===== src/rtl/muldiv_defs.sv =====
// Shared definitions for the EX-stage RV32M multiply/divide unit: funct3 codes,
// FSM state encoding, iteration count and special-case divide constants.
package muldiv_defs;

  localparam logic [2:0] F3_MUL    = 3'b000;
  localparam logic [2:0] F3_MULH   = 3'b001;
  localparam logic [2:0] F3_MULHSU = 3'b010;
  localparam logic [2:0] F3_MULHU  = 3'b011;
  localparam logic [2:0] F3_DIV    = 3'b100;
  localparam logic [2:0] F3_DIVU   = 3'b101;
  localparam logic [2:0] F3_REM    = 3'b110;
  localparam logic [2:0] F3_REMU   = 3'b111;

  typedef enum logic [1:0] {
    ST_IDLE = 2'd0,
    ST_MUL  = 2'd1,
    ST_DIV  = 2'd2,
    ST_DONE = 2'd3
  } state_e;

  localparam int          ITER_COUNT    = 32;
  localparam logic [31:0] DIV_BY_ZERO_Q = 32'hFFFF_FFFF;
  localparam logic [31:0] SIGNED_MIN    = 32'h8000_0000;

  // MULHSU is the only op whose operands differ in signedness.
  function automatic logic rs1_is_signed(input logic [2:0] f3);
    return !(f3 == F3_MULHU || f3 == F3_DIVU || f3 == F3_REMU);
  endfunction

  function automatic logic rs2_is_signed(input logic [2:0] f3);
    return f3 == F3_MUL || f3 == F3_MULH || f3 == F3_DIV || f3 == F3_REM;
  endfunction

endpackage


===== src/rtl/muldiv_div_step.sv =====
// One restoring radix-2 division step: shift the next dividend bit into the
// partial remainder and subtract the divisor when it fits.
module muldiv_div_step #(
  parameter int W = 32
) (
  input  logic [W:0]   rem,
  input  logic         dividend_bit,
  input  logic [W-1:0] divisor,
  output logic [W:0]   rem_next,
  output logic         q_bit
);

  logic [W+1:0] shifted;

  assign shifted  = {rem, dividend_bit};
  assign q_bit    = (shifted >= {2'b00, divisor});
  assign rem_next = q_bit ? (shifted[W:0] - {1'b0, divisor}) : shifted[W:0];

endmodule


===== src/rtl/ex_muldiv_unit.sv =====
// Multi-cycle RV32M multiply/divide unit for the EX stage; stalls the pipeline
// via busy_o. Define MULDIV_FAST_MUL_EN for a single-cycle multiplier.
module ex_muldiv_unit
  import muldiv_defs::*;
#(
  parameter int XLEN = 32
) (
  input  logic            clk,
  input  logic            rst_n,
  input  logic            start_i,
  input  logic            flush_i,
  input  logic [2:0]      funct3_i,
  input  logic [XLEN-1:0] rs1_i,
  input  logic [XLEN-1:0] rs2_i,
  output logic            busy_o,
  output logic            done_o,
  output logic [XLEN-1:0] result_o
);

`ifdef MULDIV_FAST_MUL_EN
  localparam state_e MUL_ENTRY = ST_DONE;
`else
  localparam state_e MUL_ENTRY = ST_MUL;
`endif

  state_e          state_q, state_d;
  logic [2:0]      funct3_q;
  logic [XLEN-1:0] opa_q, opb_q, result_q;
  logic [XLEN:0]   acc_q;
  logic [5:0]      cnt_q;
  logic            neg_res_q, neg_rem_q;

  logic            accept, sign_a, sign_b, last_iter;
  logic [XLEN-1:0] a_mag, b_mag;
  logic            div_by_zero, div_ovf, special;
  logic [XLEN-1:0] special_res;

  logic [XLEN:0]     mul_sum;
  logic [2*XLEN-1:0] mul_prod, mul_prod_s;
  logic [XLEN-1:0]   mul_res;

  logic [XLEN:0]   div_rem;
  logic            div_qbit;
  logic [XLEN-1:0] div_quot, div_res;

  assign accept    = (state_q == ST_IDLE) && start_i && !flush_i;
  assign sign_a    = rs1_is_signed(funct3_i) && rs1_i[XLEN-1];
  assign sign_b    = rs2_is_signed(funct3_i) && rs2_i[XLEN-1];
  assign a_mag     = sign_a ? -rs1_i : rs1_i;
  assign b_mag     = sign_b ? -rs2_i : rs2_i;
  assign last_iter = (cnt_q == 6'(ITER_COUNT - 1));

  assign div_by_zero = (rs2_i == '0);
  assign div_ovf     = (funct3_i == F3_DIV || funct3_i == F3_REM) &&
                       (rs1_i == SIGNED_MIN) && (rs2_i == '1);
  assign special     = funct3_i[2] && (div_by_zero || div_ovf);
  assign special_res = div_by_zero ? (funct3_i[1] ? rs1_i : DIV_BY_ZERO_Q)
                                   : (funct3_i[1] ? '0    : SIGNED_MIN);

`ifdef MULDIV_FAST_MUL_EN
  // Sign-extended 64-bit operands give the exact 33x33 signed product modulo 2^64.
  logic [2*XLEN-1:0] fast_a, fast_b, fast_prod;
  logic [XLEN-1:0]   fast_res;

  assign fast_a    = {{XLEN{sign_a}}, rs1_i};
  assign fast_b    = {{XLEN{sign_b}}, rs2_i};
  assign fast_prod = fast_a * fast_b;
  assign fast_res  = (funct3_i == F3_MUL) ? fast_prod[XLEN-1:0] : fast_prod[2*XLEN-1:XLEN];
`endif

  // Shift-add: acc holds the product high half, opb shifts the multiplier out
  // while the product low half shifts in.
  assign mul_sum    = acc_q + (opb_q[0] ? {1'b0, opa_q} : '0);
  assign mul_prod   = {mul_sum, opb_q[XLEN-1:1]};
  assign mul_prod_s = neg_res_q ? -mul_prod : mul_prod;
  assign mul_res    = (funct3_q == F3_MUL) ? mul_prod_s[XLEN-1:0] : mul_prod_s[2*XLEN-1:XLEN];

  muldiv_div_step #(.W(XLEN)) u_div_step (
    .rem          (acc_q),
    .dividend_bit (opa_q[XLEN-1]),
    .divisor      (opb_q),
    .rem_next     (div_rem),
    .q_bit        (div_qbit)
  );

  assign div_quot = {opa_q[XLEN-2:0], div_qbit};
  assign div_res  = funct3_q[1] ? (neg_rem_q ? -div_rem[XLEN-1:0] : div_rem[XLEN-1:0])
                                : (neg_res_q ? -div_quot : div_quot);

  // NOTE: state registers use non-blocking assignments so every flop samples
  // pre-edge values; blocking here would create order-dependent simulation.
  always_ff @(posedge clk or negedge rst_n) begin
    if (!rst_n) state_q <= ST_IDLE;
    else        state_q <= state_d;
  end

  // NOTE: state_d gets its default before the case so no path leaves it
  // unassigned, which would otherwise infer a latch.
  always_comb begin
    state_d = state_q;
    case (state_q)
      ST_IDLE: begin
        if (accept) begin
          if (funct3_i[2]) state_d = special ? ST_DONE : ST_DIV;
          else             state_d = MUL_ENTRY;
        end
      end
      ST_MUL, ST_DIV: if (last_iter) state_d = ST_DONE;
      ST_DONE: state_d = ST_IDLE;
      default: state_d = ST_IDLE;
    endcase
    if (flush_i) state_d = ST_IDLE;
  end

  always_ff @(posedge clk or negedge rst_n) begin
    if (!rst_n) begin
      funct3_q  <= '0;
      opa_q     <= '0;
      opb_q     <= '0;
      acc_q     <= '0;
      cnt_q     <= '0;
      neg_res_q <= 1'b0;
      neg_rem_q <= 1'b0;
      result_q  <= '0;
    end else if (flush_i) begin
      cnt_q <= '0;
    end else begin
      case (state_q)
        ST_IDLE: begin
          if (accept) begin
            funct3_q  <= funct3_i;
            opa_q     <= a_mag;
            opb_q     <= b_mag;
            acc_q     <= '0;
            cnt_q     <= '0;
            neg_res_q <= sign_a ^ sign_b;
            neg_rem_q <= sign_a;
            if (special) result_q <= special_res;
`ifdef MULDIV_FAST_MUL_EN
            if (!funct3_i[2]) result_q <= fast_res;
`endif
          end
        end
        ST_MUL: begin
          acc_q <= {1'b0, mul_sum[XLEN:1]};
          opb_q <= {mul_sum[0], opb_q[XLEN-1:1]};
          cnt_q <= cnt_q + 6'd1;
          if (last_iter) result_q <= mul_res;
        end
        ST_DIV: begin
          acc_q <= div_rem;
          opa_q <= div_quot;
          cnt_q <= cnt_q + 6'd1;
          if (last_iter) result_q <= div_res;
        end
        default: ;
      endcase
    end
  end

  // The accept term is gated by rst_n so a held start_i cannot raise a stall in reset.
  assign busy_o   = rst_n && (accept || state_q == ST_MUL || state_q == ST_DIV);
  assign done_o   = (state_q == ST_DONE) && !flush_i;
  assign result_o = result_q;

endmodule


===== config.mk =====
export PLATFORM = sky130hd
export DESIGN_NAME = ex_muldiv_unit
export DESIGN_NICKNAME = d
export VERILOG_FILES = /design/src/rtl/muldiv_defs.sv /design/src/rtl/muldiv_div_step.sv /design/src/rtl/ex_muldiv_unit.sv
export SDC_FILE = /design/constraint.sdc
export NUM_CORES = 1
export LEC_CHECK = 0
export CAP_MARGIN = 0
export CELL_PAD_IN_SITES_DETAIL_PLACEMENT = 0
export CELL_PAD_IN_SITES_GLOBAL_PLACEMENT = 1
export CORE_AREA = 2 2 176 247
export CTS_CLUSTER_SIZE = 30
export DETAILED_ROUTE_END_ITERATION = 6
export DIE_AREA = 0 0 178 249
export GPL_ROUTABILITY_DRIVEN = 0
export PLACE_DENSITY = 0.85
export REMOVE_ABC_BUFFERS = 1
export SETUP_SLACK_MARGIN = 0.02
export SYNTH_ARGS = -nofsm -noshare
export SYNTH_HDL_FRONTEND = slang
export SYNTH_SLANG_ARGS = --single-unit

===== constraint.sdc =====
create_clock -name clk -period 5.5 [get_ports clk]
set_input_delay 1.1 -clock clk [delete_from_list [all_inputs] [get_ports clk]]
set_output_delay 1.1 -clock clk [all_outputs]
set_load 0.05 [all_outputs]

== After elaboration in Yosys (flattened, before gate mapping) ==
Index checks and enable logic that the tools add are counted.
Storage, ports and cells
  register bits: 142
  latch bits: 0
  bits in writable memories: 0
  ROM bits: 0
  output and inout port bits: 34
  memories: 0
Cells by class
  add/subtract/negate cells: 8
  multiply operators: 0
  divide/modulo/power cells: 0
  order comparisons: 1
  equal/unequal tests: 18
  shifts and indexed selects: 0
  mux-type cells: 32
  bitwise logic cells: 2
  reductions and logical operators: 36
Operators with widths (count)
  2-to-1 mux 32 bit: 16
  negation 32 bit: 4
  case mux 32 bit (2 select lines): 2
  case mux 33 bit (3 select lines): 1
  case mux 32 bit (3 select lines): 1
  2-to-1 mux 33 bit: 2
  == test 32 bit (second input constant): 2
  2-to-1 mux 64 bit: 1
  negation 64 bit: 1
  greater-or-equal comparator 34 x 32 -> 1 bit: 1
  adder 33 x 32 -> 33 bit: 1
  subtractor 33 x 32 -> 33 bit: 1
  zero test 32 bit: 1
  == test 3 bit (second input constant): 4
  2-to-1 mux 6 bit: 2
  case mux 6 bit (2 select lines): 1
  AND reduction 3 bit: 4
  logical AND 1 bit: 9
  logical OR 1 bit: 9
  2-to-1 mux 2 bit: 4
  inequality test 2 bit (second input constant): 4
  adder 6 x 1 -> 6 bit (second input constant): 1
  == test 6 x 5 -> 1 bit (second input constant): 1
  zero test 3 bit: 2
  17 further kinds: 22

== Logic depth before layout (Yosys ltp) ==
Gate-level depths: netlist (run 1).
  depth in word-level cells: 11
  depth in mapped cells: 27
  gate-level depth less buffers: 22

== By module ==
A second synthesis (run 1) with hierarchy kept.
Second synthesis, totals
  cells, all modules: 2263
  area total of the unflattened synthesis: 16260.6 sq um
Modules (own cells, without submodules)
  ex_muldiv_unit: instances 1, cells an instance 1917, area each 14069.7 sq um, seq. area each 3553.4 sq um
  muldiv_div_step: instances 1, cells an instance 346, area each 2190.9 sq um, seq. area each 0.0 sq um

== Worst setup path after synthesis (run 1) ==
Ideal clock, no wire load.
  kind: register -> register
  from: reg opa_q[31]
  to: reg result_q[28], in the netlist result_o[28]
  data arrival time: 5.012 ns
  required time: 5.368 ns
  slack: 0.356 ns
  cell stages (with the launch flop): 26
  path buffers: 5
  path through: dfrtp_1 > inv_1 > ha_1 > inv_1 > fa_1 > a211oi_2 > o21ai_1 > a221oi_1 > or3_1 > buf_2 > nand3_2 > buf_2 > buf_2 > buf_2 > buf_2 > o21ai_0 > ha_1 > nand2_1 > inv_1 > o2111ai_1 > nor3_1 > a41oi_1 > or2_1 > o311a_1 > o21ai_1 > a32oi_1
On the way
  cells in the longest elaborated chain, start to end: 7
  elaborated cells between the ends (all ways): 10
  those cells by class: add/sub: 3; order compare: 1; mux: 6
Ends and longest elaborated chain
  from (decl): line ex_muldiv_unit.sv:28  | logic [XLEN-1:0] opa_q, opb_q, result_q;
  from (signal assigned): line ex_muldiv_unit.sv:132  | opa_q <= a_mag;
  from (signal assigned): line ex_muldiv_unit.sv:152  | opa_q <= div_quot;
  subtractor 33 x 32 -> 33 bit / greater-or-equal comparator 34 x 32 -> 1 bit (equally long branches): line muldiv_div_step.sv:17, muldiv_div_step.sv:16
  2-to-1 mux 33 bit: line muldiv_div_step.sv:17  | assign rem_next = q_bit ? (shifted[W:0] - {1'b0, divisor}) : shifted[W:0];
  negation 32 bit: line ex_muldiv_unit.sv:87  | assign div_res = funct3_q[1] ? (neg_rem_q ? -div_rem[XLEN-1:0] : div_rem[XLEN-1:0])
  2-to-1 mux 32 bit: line ex_muldiv_unit.sv:87
  2-to-1 mux 32 bit *: line ex_muldiv_unit.sv:87
  2-to-1 mux 32 bit *: line ex_muldiv_unit.sv:154  | if (last_iter) result_q <= div_res;
  case mux 32 bit (3 select lines) *: line ex_muldiv_unit.sv:128  | case (state_q)
  to (signal assigned): line ex_muldiv_unit.sv:138  | if (special) result_q <= special_res;
  to (signal assigned): line ex_muldiv_unit.sv:148  | if (last_iter) result_q <= mul_res;
  to (signal assigned): line ex_muldiv_unit.sv:154
  to (decl): line ex_muldiv_unit.sv:28
Mark *: on every way between the ends. The rest lies on a longest branch, timed or not. The select of a mux whose other input is x is not followed.
A chain may end at the register's enable or synchronous reset.

== Final worst setup path (run 1) ==
  from: reg opa_q[31]
  to: reg result_q[30], in the netlist result_o[30]
On the way
  cells in the longest elaborated chain, start to end: 7
  elaborated cells between the ends (all ways): 16
  those cells by class: add/sub: 5; order compare: 1; mux: 10
Ends and longest elaborated chain
  2-to-1 mux 32 bit (tied with other cells): line ex_muldiv_unit.sv:73  | assign mul_sum = acc_q + (opb_q[0] ? {1'b0, opa_q} : '0);
  adder 33 x 32 -> 33 bit / 2-to-1 mux 33 bit (equally long branches): line ex_muldiv_unit.sv:73, muldiv_div_step.sv:17
  negation 64 bit / negation 32 bit (equally long branches): line ex_muldiv_unit.sv:75, ex_muldiv_unit.sv:87
  2-to-1 mux 64 bit / 2-to-1 mux 32 bit (equally long branches): line ex_muldiv_unit.sv:75, ex_muldiv_unit.sv:87
  2-to-1 mux 32 bit (on tied branches): line ex_muldiv_unit.sv:76, ex_muldiv_unit.sv:87
  2-to-1 mux 32 bit (on tied branches): line ex_muldiv_unit.sv:148, ex_muldiv_unit.sv:154
  case mux 32 bit (3 select lines) *: line ex_muldiv_unit.sv:128
Marked as above.

==> qor.yml, run 1 <==
setup_path:
  path_cells: "inv_1, ha_1, inv_1, fa_1, a211oi_4, o21ai_1, a221oi_1, or3_4, nand3_2, inv_2, buf_4, ha_1, nand4_1, or3_1, o21ai_0, xor2_1, o211ai_1, a211oi_1, a41oi_1"
  start_kind: "flop"
  crit_type: "reg2reg"
  end_kind: "flop"
  crit_required_ns: 5.82
  cp_max_fo: 21
  arrival_ns: 5.59
  cpMaxStageDelayCell: "or3_1"
  max_stage_delay_ns: 0.51
logic_synthesis:
  synth_edf_count: 0
  synth.distinct_cells: 96
  postSynth.asyncResetShare_pct: 100.0
  yosys.area.top_type: "dfrtp_1"
  avgSynthCellArea_um2: 7.212
  yosysWarnings: 0
  yosys-top-cells-area: "dfrtp_1 (21%), o21ai_0 (7.5%), nand2_1 (6.5%)"
  ys_ff_latch: 142
  synth_flop_cell: "dfrtp_1"
  netlist.area_leader.share_pct: 20.84
  syn_inst: 2364
  syn-cell-area_um2: 17050
  yosysSeqAreaShare_pct: 20.84
cells_and_area:
  postLayoutCellArea_um2: 19280
  utilization_pct: 45.92
  nNetsFinal: 2553
  area_growth_pct: 13.08
  drive_above_1_share_pct: 6.501
  diodes: 0
  layoutNonFillerInstCount: 2961
global_route:
  overflow: 0
  grt_use_total_pct: 33.17
  grt_max_degree: 82
  antenna_found_initial: 1
  grt_pass1_vias: 18690
  grt_pass1_wl_um: 112400
cts:
  numCtsBuffers: 17
  clkTransAtPathRegs_ns: 0.07
  cts_buffer_depth: 2
  htreeDepth: 4
  clock_latency_ns: 0.46
  clockRootBuffer: "clkbuf_16"
  clock_sinks: 142
  cts_tree: "built"
  postCtsSetupBuffers: 0
placement:
  io_buffer_count: 104
  place_area_um2: 18670
  dp.cells: 2929
  dpl.hpwl_um: 57880
outcome:
  run_status: "finished clean"
drt:
  vias_per_cell: 6.576
  wl_um: 74290
  num_vias: 19470
  routedWlPerCell_um: 25.09
  drt-pass1-iter-count: 6
  drt_iter0_markers: 2318
  drtAntennaViolNets: 0
  drt_drc_violations_left: 0
power:
  power_frac_seq_pct: 19.8
  p_int_w: 0.004394
  clkPwrFrac_pct: 11.5
  vdd_drop_max_mv: 0.4557
  p_leak_nw: 7.688
  power.density_nw_per_um2: 531.1
  comb_power_share_pct: 68.7
  swShare_pct: 57.09
  power.switching_w: 0.005845
floorplanning:
  dieArea_um2: 44320
  die_y_um: 249
  io_pins: 105
  dieWidth_um: 178
  rows: 89
  core_um2: 41980
  initial_core_util_pct: 40.61
run:
  max_cap_violations: 0
timing:
  report.final.slew_viol_count: 0
  period_needed_ns: 5.267
  setup_viol_count_final: 0
  worstMarginPinSlew_ns: 1.105
  final_hold_viol_count: 0
  min_period_over_period_pct: 95.76
  timing.fmax_mhz: 189.9
  fin_skew_ns: 0.01126
  max_slew_margin_pct: 26.29
min_path:
  hold_class: "reg2reg"
==> placed cells by master (no fill, tap or decap), drive strengths merged, types with 10 or more instances in the layout <==
cell / n
o21a: 20
a22oi: 20
or3: 40
or4: 18
and2: 52
dfrtp: 142
nor2b: 12
nor3: 54
and4: 15
clkbuf: 21
a21oi: 214
ha: 78
o221ai: 20
nand4: 46
nor2: 182
inv: 71
o31ai: 43
buf: 63
o41ai: 17
or2: 10
xor2: 98
clkdlybuf4s50: 103
nor4: 22
a211oi: 26
o21ai: 276
o211ai: 39
and3: 17
a21o: 21
mux2i: 35
nand2: 294
a31oi: 23
xnor2: 98
nand2b: 16
a221oi: 12
nand3: 54
==> worst paths after layout <==
check	cells after the start	slack, ns	startpoint	end
max	19	0.23	opa_q[31]$_DFFE_PN0P_	result_o[30]$_DFFE_PN0P_
max reg2reg	19	0.23	opa_q[31]$_DFFE_PN0P_	result_o[30]$_DFFE_PN0P_
min in group asynchronous	1	0.52	rst_n	result_o[9]$_DFFE_PN0P_
min	2	0.51	result_o[19]$_DFFE_PN0P_	result_o[19]$_DFFE_PN0P_
max in group asynchronous	2	3.71	rst_n	acc_q[5]$_DFFE_PN0P_
min reg2reg	2	0.51	result_o[19]$_DFFE_PN0P_	result_o[19]$_DFFE_PN0P_
==> power by group through the flow <==
stage / Sequential (W) / Clock (W) / Combinational [W]
6_report: 0.00202 / 0.00118 / 0.00704
5_1_grt: 0.00206 / 0.00122 / 0.00751
4_1_cts: 0.00199 / 0.00119 / 0.00677
3_5_place_dp: 0.00200 / 0 / 0.00672
3_3_place_gp: 0.00198 / 0 / 0.00668
2_1_floorplan: 0.00215 / 0 / 0.00414
==> through the flow <==
stage                     setup slack [ns]  setup TNS [ns]  hold slack (ns)  total power (W)
after global placement              0.2262               0           0.4808         0.008660
after global routing             -0.009638       -0.009638           0.5188          0.01079
after detailed placement            0.1793               0           0.4811         0.008724
after floorplan                    -0.4916          -3.608           0.4642         0.006291
final                               0.2331               0           0.5054          0.01024
after CTS                          0.09985               0           0.4980         0.009939
==> what timing repair did <==
action / in CTS / in global routing
endpoints found under the setup margin: 0 / 12
gates resized for setup: 0 / 6
hold buffers: 0 / 0
==> kinds of logic (layout without fill, tap and decap cells) <==
kind of cell	Yosys count	after routing	synth area share [%]
mux	42	42	2.517
flops	142	142	20.84
xor+xnor	196	196	10.07
simple gates	860	860	25.02
compound gates	828	828	30.64
fa+ha+maj	80	80	5.959
buf+inv	216	267	4.954
==> synth_stat cells, types with 39 or more instances <==
library cell / n
nor3_1: 51
clkbuf_1: 110
inv_1: 67
a21oi_1: 213
nor2_1: 182
ha_1: 78
and2_1: 51
o31ai_1: 41
o21ai_0: 255
nand4_1: 45
nand3_1: 52
xor2_1: 98
dfrtp_1: 142
xnor2_1: 98
o211ai_1: 39
nand2_1: 293
==> sequential cells by signal, summed over array words and instances (netlist names) <==
register / count
acc_q: 33
cnt_q: 6
funct3_q: 3
neg_rem_q: 1
neg_res_q: 1
opa_q: 32
opb_q: 32
result_o: 32
state_q: 2
==> layer usage <==
layer	routed length [um]	vias up	GRT usage (%)
met5	13	-	0
met4	6085	2	23.30
met3	6401	324	5.311
met2	34260	1252	53.84
met1	27530	9116	39.57
li1	-	8779	-
==> layout make-up <==
type,count,area [um^2]
clock buffer,21,460.4
clock inverter,11,108.9
fill,4202,22700
inverter,69,259.0
multi-input combinational,2006,12700
sequential,142,3555
tap,546,683.2
timing repair buffer,166,1508
==> worst max-delay path, delay by kind of cell (launching register included) <==
family,cells,cell delay [ns]
AOI/OAI and AO/OA,7,1.63
and+or+nand+nor,4,1.35
adders and majority gates,3,0.96
buffers and inverters,4,0.61
DFF,1,0.41
xor gates and xnor gates,1,0.16
No activity file was read; power rests on OpenSTA's default activity.
==> inputs of run 2 (changes only) <==
GPL_ROUTABILITY_DRIVEN = not set   (was 0)
clock period = 4.4 ns   (was 5.5 ns; I/O delays follow)
==> qor.yml, run 2 (synthesis results as in run 1) <==
setup_path:
  cpMaxStageDelayCell: "dfrtp_1"
  crit_required_ns: 4.75
  max_stage_delay_ns: 0.40
  setup.worst_path.start: "opa_q[31]$_DFFE_PN0P_"
  end_kind: "flop"
  cp_max_fo: 5
  arrival_ns: 4.72
  crit_type: "reg2reg"
  r2r-start: "opa_q[31]$_DFFE_PN0P_"
  start_kind: "flop"
  path_cells: "inv_2, ha_4, inv_2, fa_2, a211oi_4, o21ai_2, a221oi_2, buf_4, or3_4, nand3_4, inv_4, mux2i_4, ha_4, nand2_2, inv_2, o2111ai_4, nor3_4, a41oi_1, buf_4, buf_4, o31ai_4, xnor2_1, o22ai_1, a21o_1"
drt:
  vias_per_cell: 6.211
  wl_um: 84720
  drt_iter0_markers: 2056
  drt-pass1-iter-count: 6
  num_vias: 20690
  drtAntennaViolNets: 0
  drt_drc_violations_left: 0
  routedWlPerCell_um: 25.43
global_route:
  grt_max_degree: 82
  grt_pass1_wl_um: 123700
  grt_pass1_vias: 20040
  overflow: 0
  antenna_found_initial: 4
  grt_use_total_pct: 37.42
floorplanning:
  initial_core_util_pct: 40.61
  dieWidth_um: 178
  rows: 89
  core_um2: 41980
  dieArea_um2: 44320
  io_pins: 105
  die_y_um: 249
power:
  power_frac_seq_pct: 15.1
  comb_power_share_pct: 75.2
  finalPower_w: 0.01524
  power.switching_w: 0.008269
  power.density_nw_per_um2: 670.5
  swShare_pct: 54.26
  vdd_drop_max_mv: 0.9830
  p_leak_nw: 9.622
  clkPwrFrac_pct: 9.7
  p_int_w: 0.006971
cells_and_area:
  multi_input_area_um2: 13310
  fillers: 4113
  diodes: 0
  nNetsFinal: 2923
  area_growth_pct: 33.33
  layout_common_cells: "buf_4 (421), nand2_1 (287), o21ai_0 (240), a21oi_1 (202), nor2_1 (180)"
  largest_register_ffs: 33
  layout.cells.most_common: "buf_4"
  seqCellArea_um2: 3556
  top_register: "acc_q"
  drive_above_1_share_pct: 22.48
timing:
  finalSetupTns_ns: 0
  holdWs_ns: 0.3606
  worstMarginPinSlew_ns: 1.091
  setup_viol_count_final: 0
  report.final.slew_viol_count: 0
  fin_skew_ns: 0.01713
  rsz0062_at_grt: "yes"
  period_needed_ns: 4.364
  timing.fmax_mhz: 229.2
  final_hold_viol_count: 0
  min_period_over_period_pct: 99.17
  max_slew_margin_pct: 27.16
  fin_ws_ns: 0.03637
placement:
  io_buffer_count: 104
  gp_congestion: 1.025
  dpl.hpwl_um: 68200
  place_ws_ns: -0.4191
min_path:
  hold_class: "in2async"
cts:
  clock_sinks: 142
  clkTransAtPathRegs_ns: 0.07
  clockRootBuffer: "clkbuf_16"
  clock_latency_ns: 0.47
  cts_buffer_depth: 2
  numCtsBuffers: 17
  cts_tree: "built"
  htreeDepth: 4
  postCtsHoldBufs: 0
outcome:
  run_status: "finished clean"
run:
  max_cap_violations: 0
-- run 2: cell types whose count changed in the layout (fill, tap and decap cells not counted), moves of 7 or more --
| cell | change |
|---|---|
| o21ai_1 | +8 |
| ha_4 | +7 |
| buf_4 | +359 |
| o21ai_2 | +7 |
| a21oi_2 | +10 |
| a21oi_1 | -11 |
| o21ai_0 | -15 |
| ha_1 | -12 |
-- run 2: area by class of cell --
type                            count  share of cell area, %
Multi-Input combinational cell   2006                  58.55
Timing Repair Buffer              536                  19.16
Sequential cell                   142                  15.64
Tap cell                          546                  3.005
Clock buffer                       17                  1.872
Inverter                           69                  1.150
Clock inverter                     15                 0.6220
-- run 2: timing repair --
item / 4_1_cts / 5_1_grt
cloned: 0 / 1
pin swaps: 6 / 41
gates resized for setup: 35 / 114
endpoints found under the setup margin: 22 / 25
buffers inserted: 5 / 13
-- run 2: worst paths after layout --
| check | end | slack (ns) | cells past startpoint |
|---|---|---|---|
| setup / recovery | result_o[24]$_DFFE_PN0P_ | 0.04 | 24 |
| hold / removal | result_o[8]$_DFFE_PN0P_ | 0.36 | 1 |
| setup reg to reg | result_o[24]$_DFFE_PN0P_ | 0.04 | 24 |
| hold reg to reg | result_o[19]$_DFFE_PN0P_ | 0.49 | 2 |
| max in group asynchronous | neg_res_q$_DFFE_PN0P_ | 2.71 | 2 |
| min in group clk | result_o[19]$_DFFE_PN0P_ | 0.49 | 2 |
-- run 2: stage by stage --
step	utilization, %	instance area [um^2]	cells
CTS	52.65	22100	3317
detailed placement	50.87	21360	3280
floorplan	-	16460	2217
finish	54.14	22730	3331
global placement	50.87	21360	3280
global route	54.14	22730	3331
-- run 2: worst max-delay path: cells and delay by family (launching register included) --
kind	cells	cell delay (ns)
xor+xnor	1	0.17
mux	1	0.26
compound gates	8	1.45
fa+ha+maj	3	0.69
buf+inv	7	0.81
flops	1	0.40
simple gates	4	0.46
-- run 2: routing by layer --
layer	GRT usage (%)	wire length, um	up-vias
met5	0	11	-
met4	19.18	4650	2
met3	4.777	5300	206
met2	63.08	40930	897
met1	46.27	33830	10040
li1	-	-	9546
-- run 2: power by group through the flow --
stage                     sequential [W]  combinational (W)  clock (W)
after floorplan                  0.00269            0.00517          0
after global routing             0.00233             0.0122    0.00154
after detailed placement         0.00228             0.0105          0
after CTS                        0.00226             0.0107    0.00149
final                            0.00230             0.0115    0.00148
after global placement           0.00226             0.0105          0
==> inputs of run 3 (changes only) <==
SETUP_SLACK_MARGIN = 0.1   (was 0.02)
==> qor.yml, run 3 (synthesis results as in run 1) <==
cts:
  cts_tree: "built"
  cts_buffer_depth: 2
  clockRootBuffer: "clkbuf_16"
  htreeDepth: 4
  numCtsBuffers: 17
  clock_sinks: 142
  clkTransAtPathRegs_ns: 0.08
  clock_latency_ns: 0.47
placement:
  dpl.hpwl_um: 68200
  place_area_um2: 21360
  gp_congestion: 1.025
  io_buffer_count: 104
drt:
  drt-pass1-iter-count: 5
  routedWlPerCell_um: 25.48
  drt_iter0_markers: 2042
  drtAntennaViolNets: 0
  drt_drc_violations_left: 0
  num_vias: 20740
  wl_um: 84970
  vias_per_cell: 6.218
power:
  power.density_nw_per_um2: 668.2
  p_leak_nw: 9.688
  comb_power_share_pct: 75.4
  p_int_w: 0.007064
  power.switching_w: 0.008322
  power_frac_seq_pct: 15.0
  swShare_pct: 54.09
  vdd_drop_max_mv: 0.9948
  clkPwrFrac_pct: 9.6
timing:
  holdWs_ns: 0.3584
  timing.fmax_mhz: 229.9
  max_slew_margin_pct: 27.14
  min_period_over_period_pct: 98.87
  fin_skew_ns: 0.01810
  rsz0062_at_grt: "yes"
  report.final.slew_viol_count: 0
  period_needed_ns: 4.350
  setup_viol_count_final: 0
  worstMarginPinSlew_ns: 1.092
  final_hold_viol_count: 0
cells_and_area:
  largest_register_ffs: 33
  drive_above_1_share_pct: 23.77
  area_growth_pct: 35.05
  layout.cells.most_common: "buf_4"
  top_register: "acc_q"
  postLayoutCellArea_um2: 23020
  nNetsFinal: 2927
  layout_common_cells: "buf_4 (420), nand2_1 (286), o21ai_0 (230), a21oi_1 (199), nor2_1 (178)"
  diodes: 0
setup_path:
  endpoint: "result_o[30]$_DFFE_PN0P_"
  cpMaxStageDelayCell: "or3_1"
  r2r-start: "opb_q[31]$_DFFE_PN0P_"
  end_kind: "flop"
  setup.worst_path.start: "opb_q[31]$_DFFE_PN0P_"
  crit_required_ns: 4.74
  reg2reg_depth: 16
  crit_type: "reg2reg"
  cp_max_fo: 17
  arrival_ns: 4.69
  crit_path_frequent_cell: "ha_1"
  start_kind: "flop"
  reg2reg_slack_ns: 0.05
  path_cells: "inv_1, ha_1, a2111o_1, a31oi_1, and3_1, nand3_4, inv_4, buf_6, ha_1, nand4_1, or3_1, o21ai_0, xor2_1, o211ai_1, a211oi_2, a41oi_1"
  max_stage_delay_ns: 0.45
  rr_endpoint: "result_o[30]$_DFFE_PN0P_"
run:
  max_cap_violations: 0
global_route:
  antenna_found_initial: 3
  grt_use_total_pct: 37.46
  grt_pass1_vias: 20070
  grt_max_degree: 82
  grt_pass1_wl_um: 123800
  overflow: 0
floorplanning:
  core_um2: 41980
  io_pins: 105
  die_y_um: 249
  dieWidth_um: 178
  initial_core_util_pct: 40.61
  rows: 89
  dieArea_um2: 44320
min_path:
  hold_class: "in2async"
outcome:
  run_status: "finished clean"
run 3: cell types whose count changed in the layout (fill, tap and decap cells not counted), sizes merged:
cell	change
buf	+4
run 3: area by class of cell:
class                   instances  area, um^2
fillers                      4090       18960
multi-input cells            2006       13550
repair buffers                540        4410
flip-flops and latches        142        3556
well taps                     546       683.2
clock buffers                  17       425.4
inverters                      69       261.5
clock inverters                15       141.4
run 3: timing repair:
action                                 in CTS  in global routing
buffers inserted                            7                 15
pin swaps                                  13                 56
setup endpoints to repair                  26                 26
hold buffers                                0                  0
gates resized for setup                    55                155
endpoints found under the hold margin       0                  0
cloned                                      0                  1
run 3: metrics by stage:
stage	util, %	setup TNS (ns)	setup slack, ns	power [W]	std cells
after floorplan	-	-28.74	-1.592	0.007864	2217
after global placement	50.87	-1.595	-0.2484	0.01277	3280
after detailed placement	50.87	-3.507	-0.4191	0.01282	3280
after CTS	52.86	0	0.06250	0.01454	3319
after global routing	54.84	-0.8999	-0.1705	0.01617	3335
final	54.84	0	0.04993	0.01539	3335
run 3: power by group through the flow:
stage	clock (W)	combinational [W]	sequential (W)
after CTS	0.00149	0.0108	0.00226
after detailed placement	0	0.0105	0.00228
after global routing	0.00154	0.0123	0.00233
after global placement	0	0.0105	0.00226
after floorplan	0	0.00517	0.00269
final	0.00148	0.0116	0.00230
run 3: worst min-delay path by stage:
stage	cells past startpoint	end	slack, ns
after global routing	1	result_o[8]$_DFFE_PN0P_	0.37
after floorplan	2	funct3_q[2]$_DFFE_PN0P_	0.46
after CTS	1	result_o[6]$_DFFE_PN0P_	0.37
after detailed placement	2	result_o[17]$_DFFE_PN0P_	0.49
after global placement	2	result_o[19]$_DFFE_PN0P_	0.47
final	1	result_o[6]$_DFFE_PN0P_	0.36
run 3: per-layer routing:
metal	global-route usage, %	share of wire, %	up-vias	wire [um]
li1	-	-	9545	-
met1	46.19	39	9998	33510
met2	63.03	48	961	40860
met3	4.991	6.6	231	5646
met4	19.41	5.8	2	4939
met5	0	0.014	-	12
run 3: critical path, delay by kind of cell, from the launching register on:
kind / cells / cell delay [ns]
AO/OA/AOI/OAI: 6 / 1.53
AND/OR/NAND/NOR: 4 / 1.13
buffers and inverters: 3 / 0.49
adder cells (fa/ha/maj): 2 / 0.48
flip-flops: 1 / 0.39
XOR/XNOR: 1 / 0.20
